<file path="src/rtl/miner_pkg.sv">
// Shared miner datapath types and default widths for the dispatcher and hash-core wrappers.
package miner_pkg;

  localparam int unsigned NONCE_W_DEF = 32;
  localparam int unsigned CNT_W_DEF   = 32;

  typedef enum logic [1:0] {
    IDLE = 2'd0,
    RUN  = 2'd1,
    FIN  = 2'd2
  } disp_state_t;

endpackage

</file>
<file path="src/rtl/nonce_range_dispatcher.sv">
// Hands out consecutive nonces of a job (start, count) over a valid/ready stream,
// tracking remaining and issued counts and pulsing done on exhaustion or abort.
module nonce_range_dispatcher
  import miner_pkg::*;
#(
  parameter int unsigned NONCE_W = NONCE_W_DEF,
  parameter int unsigned CNT_W   = CNT_W_DEF
) (
  input  logic               clk,
  input  logic               rst,
  input  logic               cfg_valid,
  output logic               cfg_ready,
  input  logic [NONCE_W-1:0] cfg_start,
  input  logic [CNT_W-1:0]   cfg_count,
  input  logic               abort,
  output logic               nonce_valid,
  input  logic               nonce_ready,
  output logic [NONCE_W-1:0] nonce_data,
  output logic               nonce_last,
  output logic               busy,
  output logic               done,
  output logic               aborted,
  output logic [CNT_W-1:0]   issued_cnt
);

  disp_state_t        state_q;
  logic [NONCE_W-1:0] cur_q;
  logic [CNT_W-1:0]   rem_q;
  logic [CNT_W-1:0]   issued_q;
  logic               cfg_ready_q;
  logic               valid_q;
  logic               last_q;
  logic               busy_q;
  logic               done_q;
  logic               aborted_q;
  logic               xfer;

  assign xfer = valid_q & nonce_ready;

  // All outputs come straight from registers; done is a single-cycle pulse into FIN.
  always_ff @(posedge clk) begin
    if (rst) begin
      state_q     <= IDLE;
      cur_q       <= '0;
      rem_q       <= '0;
      issued_q    <= '0;
      cfg_ready_q <= 1'b1;
      valid_q     <= 1'b0;
      last_q      <= 1'b0;
      busy_q      <= 1'b0;
      done_q      <= 1'b0;
      aborted_q   <= 1'b0;
    end else begin
      done_q <= 1'b0;
      case (state_q)
        IDLE: begin
          if (cfg_valid) begin
            cur_q       <= cfg_start;
            rem_q       <= cfg_count;
            issued_q    <= '0;
            aborted_q   <= 1'b0;
            cfg_ready_q <= 1'b0;
            busy_q      <= 1'b1;
            if (cfg_count != '0) begin
              state_q <= RUN;
              valid_q <= 1'b1;
              last_q  <= (cfg_count == CNT_W'(1));
            end else begin
              state_q <= FIN;
              done_q  <= 1'b1;
            end
          end
        end
        RUN: begin
          if (xfer) begin
            cur_q  <= cur_q + NONCE_W'(1);
            rem_q  <= rem_q - CNT_W'(1);
            last_q <= (rem_q == CNT_W'(2));
            if (issued_q != {CNT_W{1'b1}}) begin
              issued_q <= issued_q + CNT_W'(1);
            end
          end
          // A transfer coinciding with abort is still counted above.
          if ((xfer && rem_q == CNT_W'(1)) || abort) begin
            state_q   <= FIN;
            valid_q   <= 1'b0;
            last_q    <= 1'b0;
            done_q    <= 1'b1;
            aborted_q <= abort;
          end
        end
        FIN: begin
          state_q     <= IDLE;
          busy_q      <= 1'b0;
          cfg_ready_q <= 1'b1;
        end
        default: begin
          state_q     <= IDLE;
          valid_q     <= 1'b0;
          last_q      <= 1'b0;
          busy_q      <= 1'b0;
          cfg_ready_q <= 1'b1;
        end
      endcase
    end
  end

  assign cfg_ready   = cfg_ready_q;
  assign nonce_valid = valid_q;
  assign nonce_data  = cur_q;
  assign nonce_last  = last_q;
  assign busy        = busy_q;
  assign done        = done_q;
  assign aborted     = aborted_q;
  assign issued_cnt  = issued_q;

endmodule

</file>
<file path="config.mk">
export PLATFORM = sky130hd
export DESIGN_NAME = nonce_range_dispatcher
export DESIGN_NICKNAME = d
export VERILOG_FILES = /design/src/rtl/miner_pkg.sv /design/src/rtl/nonce_range_dispatcher.sv
export SDC_FILE = /design/constraint.sdc
export NUM_CORES = 1
export LEC_CHECK = 0
export CAP_MARGIN = 25
export CELL_PAD_IN_SITES_DETAIL_PLACEMENT = 0
export CELL_PAD_IN_SITES_GLOBAL_PLACEMENT = 1
export CORE_AREA = 4 4 142 144
export CTS_CLUSTER_DIAMETER = 150
export DETAILED_ROUTE_END_ITERATION = 7
export DIE_AREA = 0 0 146 148
export PLACE_DENSITY = 0.73
export SYNTH_ARGS = -nofsm -noshare
export SYNTH_HDL_FRONTEND = slang
export SYNTH_SLANG_ARGS = --single-unit
</file>
<file path="constraint.sdc">
create_clock -name clk -period 2.3 [get_ports clk]
set_input_delay 0.575 -clock clk [delete_from_list [all_inputs] [get_ports clk]]
set_output_delay 0.575 -clock clk [all_outputs]
set_load 0.02 [all_outputs]
</file>
==> results of run 1 <==
## per-layer routing
| metal | share of wire [%] | GRT usage (%) | up-vias | wire length [um] |
|---|---|---|---|---|
| met2 | 46 | 32.59 | 200 | 10350 |
| met5 | 0 | 0 | - | 0 |
| met1 | 48 | 27.97 | 3456 | 10770 |
| li1 | - | - | 3559 | - |
| met3 | 4.6 | 2.636 | 21 | 1036 |
| met4 | 1.1 | 5.268 | 0 | 255 |
## cells by family after synthesis
| group | count (synthesis) |
|---|---|
| compound gates | 241 |
| buf+inv | 70 |
| mux | 7 |
| xor+xnor | 4 |
| flops | 104 |
| simple gates | 393 |
| fa+ha+maj | 5 |
## placed cells by master (no fill, tap or decap), types with 10 or more instances in the layout
cell type,n
a211oi_1,14
buf_4,102
and4_1,13
clkdlybuf4s50_1,136
a31oi_1,12
o22ai_1,10
nand2_1,82
nor2_1,65
dfxtp_1,104
and3_1,17
or3_1,36
o21ai_0,53
a21oi_1,65
nand3_1,36
inv_1,14
nor4_1,25
nand4_1,32
nor3_1,44
## state kept, by name, summed over array words and instances, names as in the netlist
name and cells:
nonce_valid 1, state_q 2, done 1, nonce_data 32
issued_cnt 32, busy 1, cfg_ready 1, aborted 1
nonce_last 1, rem_q 32
## through the flow
stage / power (mW) / cell area [um^2] / hold slack (ns)
2_1_floorplan: 2.802 / 6155 / 0.4405
3_3_place_gp: 3.518 / 8498 / 0.4523
3_5_place_dp: 3.516 / 8498 / 0.4587
4_1_cts: 5.049 / 8782 / 0.4689
5_1_grt: 5.284 / 8852 / 0.5047
6_report: 5.043 / 8852 / 0.4610
## layout make-up
type                            instances  area, um^2  share of cell area, %
Timing Repair Buffer                  248        2296                  25.94
Clock buffer                           12       256.5                  2.898
Sequential cell                       104        2082                  23.52
Tap cell                              234       292.8                  3.307
Multi-Input combinational cell        650        3846                  43.45
Inverter                               14       52.55                 0.5936
Clock inverter                          4       26.28                 0.2968
## what timing repair did
| item | 4_1_cts | 5_1_grt |
|---|---|---|
| resized for setup | 1 | 8 |
| endpoints found under the setup margin | 1 | 14 |
| pin swaps | 0 | 6 |
| setup buffers | 0 | 4 |
## worst max path at each step
| stage | from | to | depth (start not counted) |
|---|---|---|---|
| after floorplan | cfg_valid | issued_cnt[26]$_SDFFE_PP0P_ | 6 |
| after global placement | nonce_ready | issued_cnt[20]$_SDFFE_PP0P_ | 6 |
| after detailed placement | cfg_valid | issued_cnt[29]$_SDFFE_PP0P_ | 7 |
| after CTS | nonce_ready | issued_cnt[28]$_SDFFE_PP0P_ | 6 |
| after global routing | cfg_valid | issued_cnt[28]$_SDFFE_PP0P_ | 7 |
| final | cfg_valid | issued_cnt[28]$_SDFFE_PP0P_ | 7 |
## worst reg2reg max path, delay by kind of cell, from the launching register on
family / cells / cell delay [ns]
DFF: 1 / 0.37
and+or+nand+nor: 4 / 1.54
AOI/OAI and AO/OA: 1 / 0.16
## report_power, final
group          total, mW  leakage [nW]  switching (mW)  internal (mW)
clock network       1.54         0.139           0.746          0.797
logic               1.43          2.16           0.757          0.675
registers           2.07         0.851           0.147           1.92
==> results.sh, run 1 <==
export IMPL_status="complete, no violations"
export IMPL_synth_warnings=0
export IMPL_core_area_um2=18710
export IMPL_post_route_min_period_ns=2.262
export IMPL_layout_drive_gt1_share_pct=14.05
export IMPL_ctsRootBufferMaster="clkbuf_16"
export IMPL_yosys_area_top_type="dfxtp_1"
export IMPL_path_delay_family="simple AND/OR/NAND/NOR gates"
export IMPL_synth_edf_count=0
export IMPL_hold_end="nonce_last$_SDFFE_PP0P_"
export IMPL_drv_cap=0
export IMPL_port_buffers=138
export IMPL_worst_slew_pin_slew_ns=0.5945
export IMPL_via_per_inst=5.716
export IMPL_setup_viol=0
export IMPL_critical_path_required_ns=2.59
export IMPL_hold_buffers=0
export IMPL_syn_cell_area_um2=6155
export IMPL_die_y_um=148
export IMPL_cts_sinks=104
export IMPL_clockBufferDepth=2
export IMPL_synth_ff_type="dfxtp_1"
export IMPL_clock_latency_ns=0.36
export IMPL_grt_setup_unrepaired="yes"
export IMPL_cts_tree="yes"
export IMPL_ys_seq_area_share_pct=33.83
export IMPL_hold_viol_final=0
export IMPL_critPathKind="primary input to register"
export IMPL_synth_compound_area_share_pct=25.45
export IMPL_powerDensity_nw_per_um2=569.7
export IMPL_slew_viol_final=0
export IMPL_gr_usage_all_layers_pct=19.98
export IMPL_synthXorXnorAreaFrac_pct=0.5692
export IMPL_num_antenna_cells=0
export IMPL_dp_cells=1246
export IMPL_worst_path_largest_cell_delay_ns=0.56
export IMPL_drcViolationCount=0
export IMPL_wl_per_cell_um=17.70
export IMPL_finalCoreUtilization_pct=47.32
export IMPL_syn_inst=824
export IMPL_cts_buffers=9
export IMPL_ant_nets=0
export IMPL_dpl_hpwl_um=16540
export IMPL_synth_top_area_share_pct=33.83
export IMPL_synthArstFlopShare_pct=0
export IMPL_initial_utilization_pct=32.90
export IMPL_vias=7236
export IMPL_yosys_area_share_adder_pct=1.016
export IMPL_synth_distinct_cells=65
export IMPL_drt_iter0_markers=479
export IMPL_r2r_start="nonce_data[20]$_SDFFE_PP0P_"
export IMPL_die_x_um=146
export IMPL_reg2reg_slack_ns=0.15
export IMPL_cts_htree_levels=3
export IMPL_syn_avg_cell_area_um2=7.469
export IMPL_worst_slack_ns=0.03766
export IMPL_path_buf_inv=2
export IMPL_critPathLaunchType="primary input"
export IMPL_syn2layout_area_growth_pct=43.83
export IMPL_peakVddDrop_mv=0.3474
export IMPL_synth_common_cells="dfxtp_1, nand2_1, a21oi_1, nor2_1, o21ai_0"
export IMPL_io_pins=139
export IMPL_synthSimpleGateAreaFrac_pct=33.65
export IMPL_cp_end_kind="register"
export IMPL_min_period_over_period_pct=98.36
export IMPL_drt_pass1_iterations=5
export IMPL_dieArea_um2=21610
export IMPL_dp_slack_ns=-0.3745
export IMPL_grt_pass1_vias=6762
export IMPL_grt_first_pass_wirelength_um=35740
export IMPL_layout_cells_non_filler=1266
export IMPL_min_delay_start="nonce_last$_SDFFE_PP0P_"
export IMPL_arrival_ns=2.55
export IMPL_fin_skew_ns=0.01232
export IMPL_ys_ff_latch=104
export IMPL_hp_class="register to register"
export IMPL_nets=1101
export IMPL_synth_nets=898
export IMPL_grt_max_degree=37
export IMPL_rr_endpoint="nonce_data[25]$_SDFFE_PP0P_"
export IMPL_synth_top_family_by_area="simple AND/OR/NAND/NOR gates"
export IMPL_fin_setup_tns_ns=0
export IMPL_clk_pin_slew_ns=0.07
export IMPL_gp_congestion=0.8928
export IMPL_reg2reg_depth=5
export IMPL_clock_fmax_ghz=0.4420
export IMPL_power_leakage_nw=3.154
export IMPL_rows=50
export IMPL_grt_overflow_total=0
export IMPL_wl_um=22400
export IMPL_critical_path_max_fanout=9
export IMPL_synth_area_leaders="dfxtp_1, a21oi_1, nand2_1"
export IMPL_slew_headroom_pct=60.00
export IMPL_n_fill_cell=1894
export IMPL_antenna_found_initial=0
export IMPL_post_synth_top_count_cell="dfxtp_1"
export IMPL_hold_depth=2
export IMPL_path_cells="clkdlybuf4s50_1, nor3b_4, buf_4, nor2_4, or4_4, or3_1, a21oi_1"
export IMPL_critPathSlowestCell="or4_4"
export IMPL_synthMuxAreaShare_pct=1.159
(Power assumes the default switching activity.)
==> run 2: changes to the inputs <==
- CTS_CLUSTER_SIZE: not set -> 40
==> results of run 2 <==
Final layout, timing and power as in run 1 (identical DEF).
==> run 3: changes to the inputs <==
- ABC_AREA: not set -> 1
- CORE_AREA: 4 4 142 144 -> 4 4 154 156
- DIE_AREA: 0 0 146 148 -> 0 0 158 160
- SLEW_MARGIN: not set -> 40
==> run 3 against run 2 <==
  * Synthesized cell count is 46% higher
  * Sequential cell count stayed put
  * Cell count increased by 29%
  * Combinational power shrank 4%
  * Clock skew fell by 0.0041 ns
  * Core utilization down 6.3 points
  * Cell area increased by 3.8%
  * Largest cell class unchanged
  * Largest power group unchanged
  * Highest routed layer unchanged
  * First-iteration DRC count is 11% higher
  * Maximum frequency grew 7.2%
  * Clock power fell by 3%
  * Sequential power barely moved
  * Synthesized area increased by 14%
==> results.sh, run 3 <==
export IMPL_dp_cells=1611
export IMPL_post_cts_buffers=0
export IMPL_reg2reg_depth=11
export IMPL_power_frac_clock_pct=30.5
export IMPL_critPathLaunchType="register"
export IMPL_seqPwrFrac_pct=41.8
export IMPL_slew_viol_final=0
export IMPL_place_area_um2=8914
export IMPL_layout_drive_gt1_share_pct=5.663
export IMPL_io_pins=139
export IMPL_mostFrequentLayoutCell="nand2_1"
export IMPL_p_sw_share_pct=34.85
export IMPL_cp_endpoint="nonce_data[22]"
export IMPL_arrival_ns=1.54
export IMPL_r2r_start="issued_cnt[1]$_SDFFE_PP0P_"
export IMPL_via_per_inst=4.840
export IMPL_synth_area_leaders="dfxtp_1, nand2_1, nor2_1"
export IMPL_hold_buffers=0
export IMPL_grt_first_pass_wirelength_um=39450
export IMPL_finalCoreUtilization_pct=41.07
export IMPL_port_buffers=138
export IMPL_worst_slew_pin_slew_ns=0.5218
export IMPL_reg2reg_slack_ns=0.35
export IMPL_dieArea_um2=25280
export IMPL_hp_class="register to register"
export IMPL_critical_path_max_fanout=6
export IMPL_internal_power_mw=3.211
export IMPL_drv_cap=0
export IMPL_syn2layout_area_growth_pct=30.43
export IMPL_gp_congestion=0.8597
export IMPL_cp_num_cells=1
export IMPL_n_fill_cell=2424
export IMPL_min_period_over_period_pct=91.76
export IMPL_drcViolationCount=0
export IMPL_drt_iter0_markers=530
export IMPL_synth_edf_count=0
export IMPL_startpoint="nonce_data[22]$_SDFFE_PP0P_"
export IMPL_worst_slack_ns=0.1894
export IMPL_clock_fmax_ghz=0.4738
export IMPL_worst_path_largest_cell_delay_ns=0.67
export IMPL_synth_top_area_share_pct=29.56
export IMPL_clockBufferDepth=2
export IMPL_final_cell_mix="nand2_1, nor2_1, clkdlybuf4s50_1"
export IMPL_path_buf_inv=1
export IMPL_ys_seq_area_share_pct=29.56
export IMPL_nets=1411
export IMPL_synth_distinct_cells=47
export IMPL_post_route_min_period_ns=2.111
export IMPL_rows=55
export IMPL_critPathKind="register to primary output"
export IMPL_antenna_found_initial=0
export IMPL_report_power_total_mw=4.928
export IMPL_synth_nets=1276
export IMPL_grt_setup_unrepaired="no"
export IMPL_grt_pass1_vias=7352
export IMPL_power_leakage_nw=3.460
export IMPL_synth_common_cells="nand2_1, nor2_1, dfxtp_1"
export IMPL_clk_pin_slew_ns=0.08
export IMPL_powerDensity_nw_per_um2=536.5
export IMPL_post_synth_top_count_cell="nand2_1"
export IMPL_clock_latency_ns=0.35
export IMPL_gr_usage_all_layers_pct=19.09
export IMPL_synthArstFlopShare_pct=0
export IMPL_p_comb_share_pct=27.8
export IMPL_syn_inst=1202
export IMPL_wl_per_cell_um=14.98
export IMPL_rr_endpoint="issued_cnt[3]$_SDFFE_PP0P_"
export IMPL_syn_cell_area_um2=7043
export IMPL_fin_skew_ns=0.008187
export IMPL_ant_nets=0
export IMPL_cts_resized=0
export IMPL_fin_setup_tns_ns=0
export IMPL_layout_cells_non_filler=1627
export IMPL_hold_viol_final=0
export IMPL_ctsRootBufferMaster="clkbuf_16"
export IMPL_vias=7874
export IMPL_drt_pass1_iterations=4
export IMPL_ys_ff_latch=104
export IMPL_status="complete, no violations"
export IMPL_peakVddDrop_mv=0.3293
export IMPL_path_delay_family="buffers and inverters"
export IMPL_initial_utilization_pct=31.49
export IMPL_cts_tree="yes"
export IMPL_synth_ff_type="dfxtp_1"
export IMPL_cts_buffers=9
export IMPL_setup_viol=0
export IMPL_critical_path_required_ns=1.73
export IMPL_cts_sinks=104
export IMPL_dpl_hpwl_um=18570
export IMPL_critPathSlowestCell="clkdlybuf4s50_1"
export IMPL_cts_htree_levels=3
export IMPL_stdcell_area_um2=9186
export IMPL_syn_avg_cell_area_um2=5.859
export IMPL_power_switching_mw=1.718
export IMPL_holdWs_ns=0.4826
export IMPL_yosys_area_top_type="dfxtp_1"
export IMPL_dp_slack_ns=0.1199
export IMPL_synth_warnings=0
export IMPL_wl_um=24380
export IMPL_slew_headroom_pct=65.18
export IMPL_path_cells="clkdlybuf4s50_1"
export IMPL_num_antenna_cells=0
export IMPL_cp_end_kind="primary output"
export IMPL_die_y_um=160
export IMPL_grt_overflow_total=0
export IMPL_core_area_um2=22370
export IMPL_die_x_um=158
export IMPL_grt_max_degree=106
[run 3: worst min-delay path by stage]
stage                                 from                     end  slack (ns)  cells past startpoint
finish              cfg_ready$_SDFFE_PP1P_  cfg_ready$_SDFFE_PP1P_        0.48                      2
global route        cfg_ready$_SDFFE_PP1P_  cfg_ready$_SDFFE_PP1P_        0.51                      2
global placement    cfg_ready$_SDFFE_PP1P_  cfg_ready$_SDFFE_PP1P_        0.47                      2
detailed placement  cfg_ready$_SDFFE_PP1P_  cfg_ready$_SDFFE_PP1P_        0.49                      2
CTS                 cfg_ready$_SDFFE_PP1P_  cfg_ready$_SDFFE_PP1P_        0.50                      2
floorplan           rem_q[12]$_SDFFE_PP0P_  rem_q[12]$_SDFFE_PP0P_        0.46                      2
[run 3: routing by layer]
metal | vias to the layer above | part of all wire (%) | track usage (%)
met4 | 0 | 1.2 | 4.188
li1 | 4152 | - | -
met1 | 3564 | 49 | 27.46
met2 | 144 | 46 | 30.79
met3 | 14 | 3.5 | 2.060
met5 | - | 0 | 0
[run 3: cell type report]
class	count	area, um^2	area share (%)
clock inverter	7	47.55	0.5176
timing repair buffer	169	1722	18.74
clock buffer	9	225.2	2.452
sequential	104	2082	22.66
inverter	98	367.9	4.004
tap	285	356.6	3.882
multi-input combinational	955	4385	47.74
[run 3: kinds of logic (layout without fill, tap and decap cells)]
kind of cell | Yosys count | count (layout) | synth area share, %
adder cells (fa/ha/maj) | 5 | 5 | 0.8883
buffers and inverters | 143 | 283 | 8.172
AO/OA/AOI/OAI | 178 | 178 | 13.87
AND/OR/NAND/NOR | 753 | 753 | 45.14
XOR/XNOR | 19 | 19 | 2.363
flip-flops | 104 | 104 | 29.56
[run 3: power groups by stage]
stage	Sequential, mW	Combinational (mW)	Clock (mW)
after floorplan	2.13	0.769	0
after global placement	2.10	1.37	0
after detailed placement	2.10	1.37	0
after CTS	2.06	1.38	1.55
after global routing	2.08	1.53	1.62
final	2.06	1.37	1.50
[run 3: tightest hold or removal path: stages (launching register included)]
cell and delay, ns:
dfxtp_1 0.32, o21ai_0 0.07, nand2_1 0.05
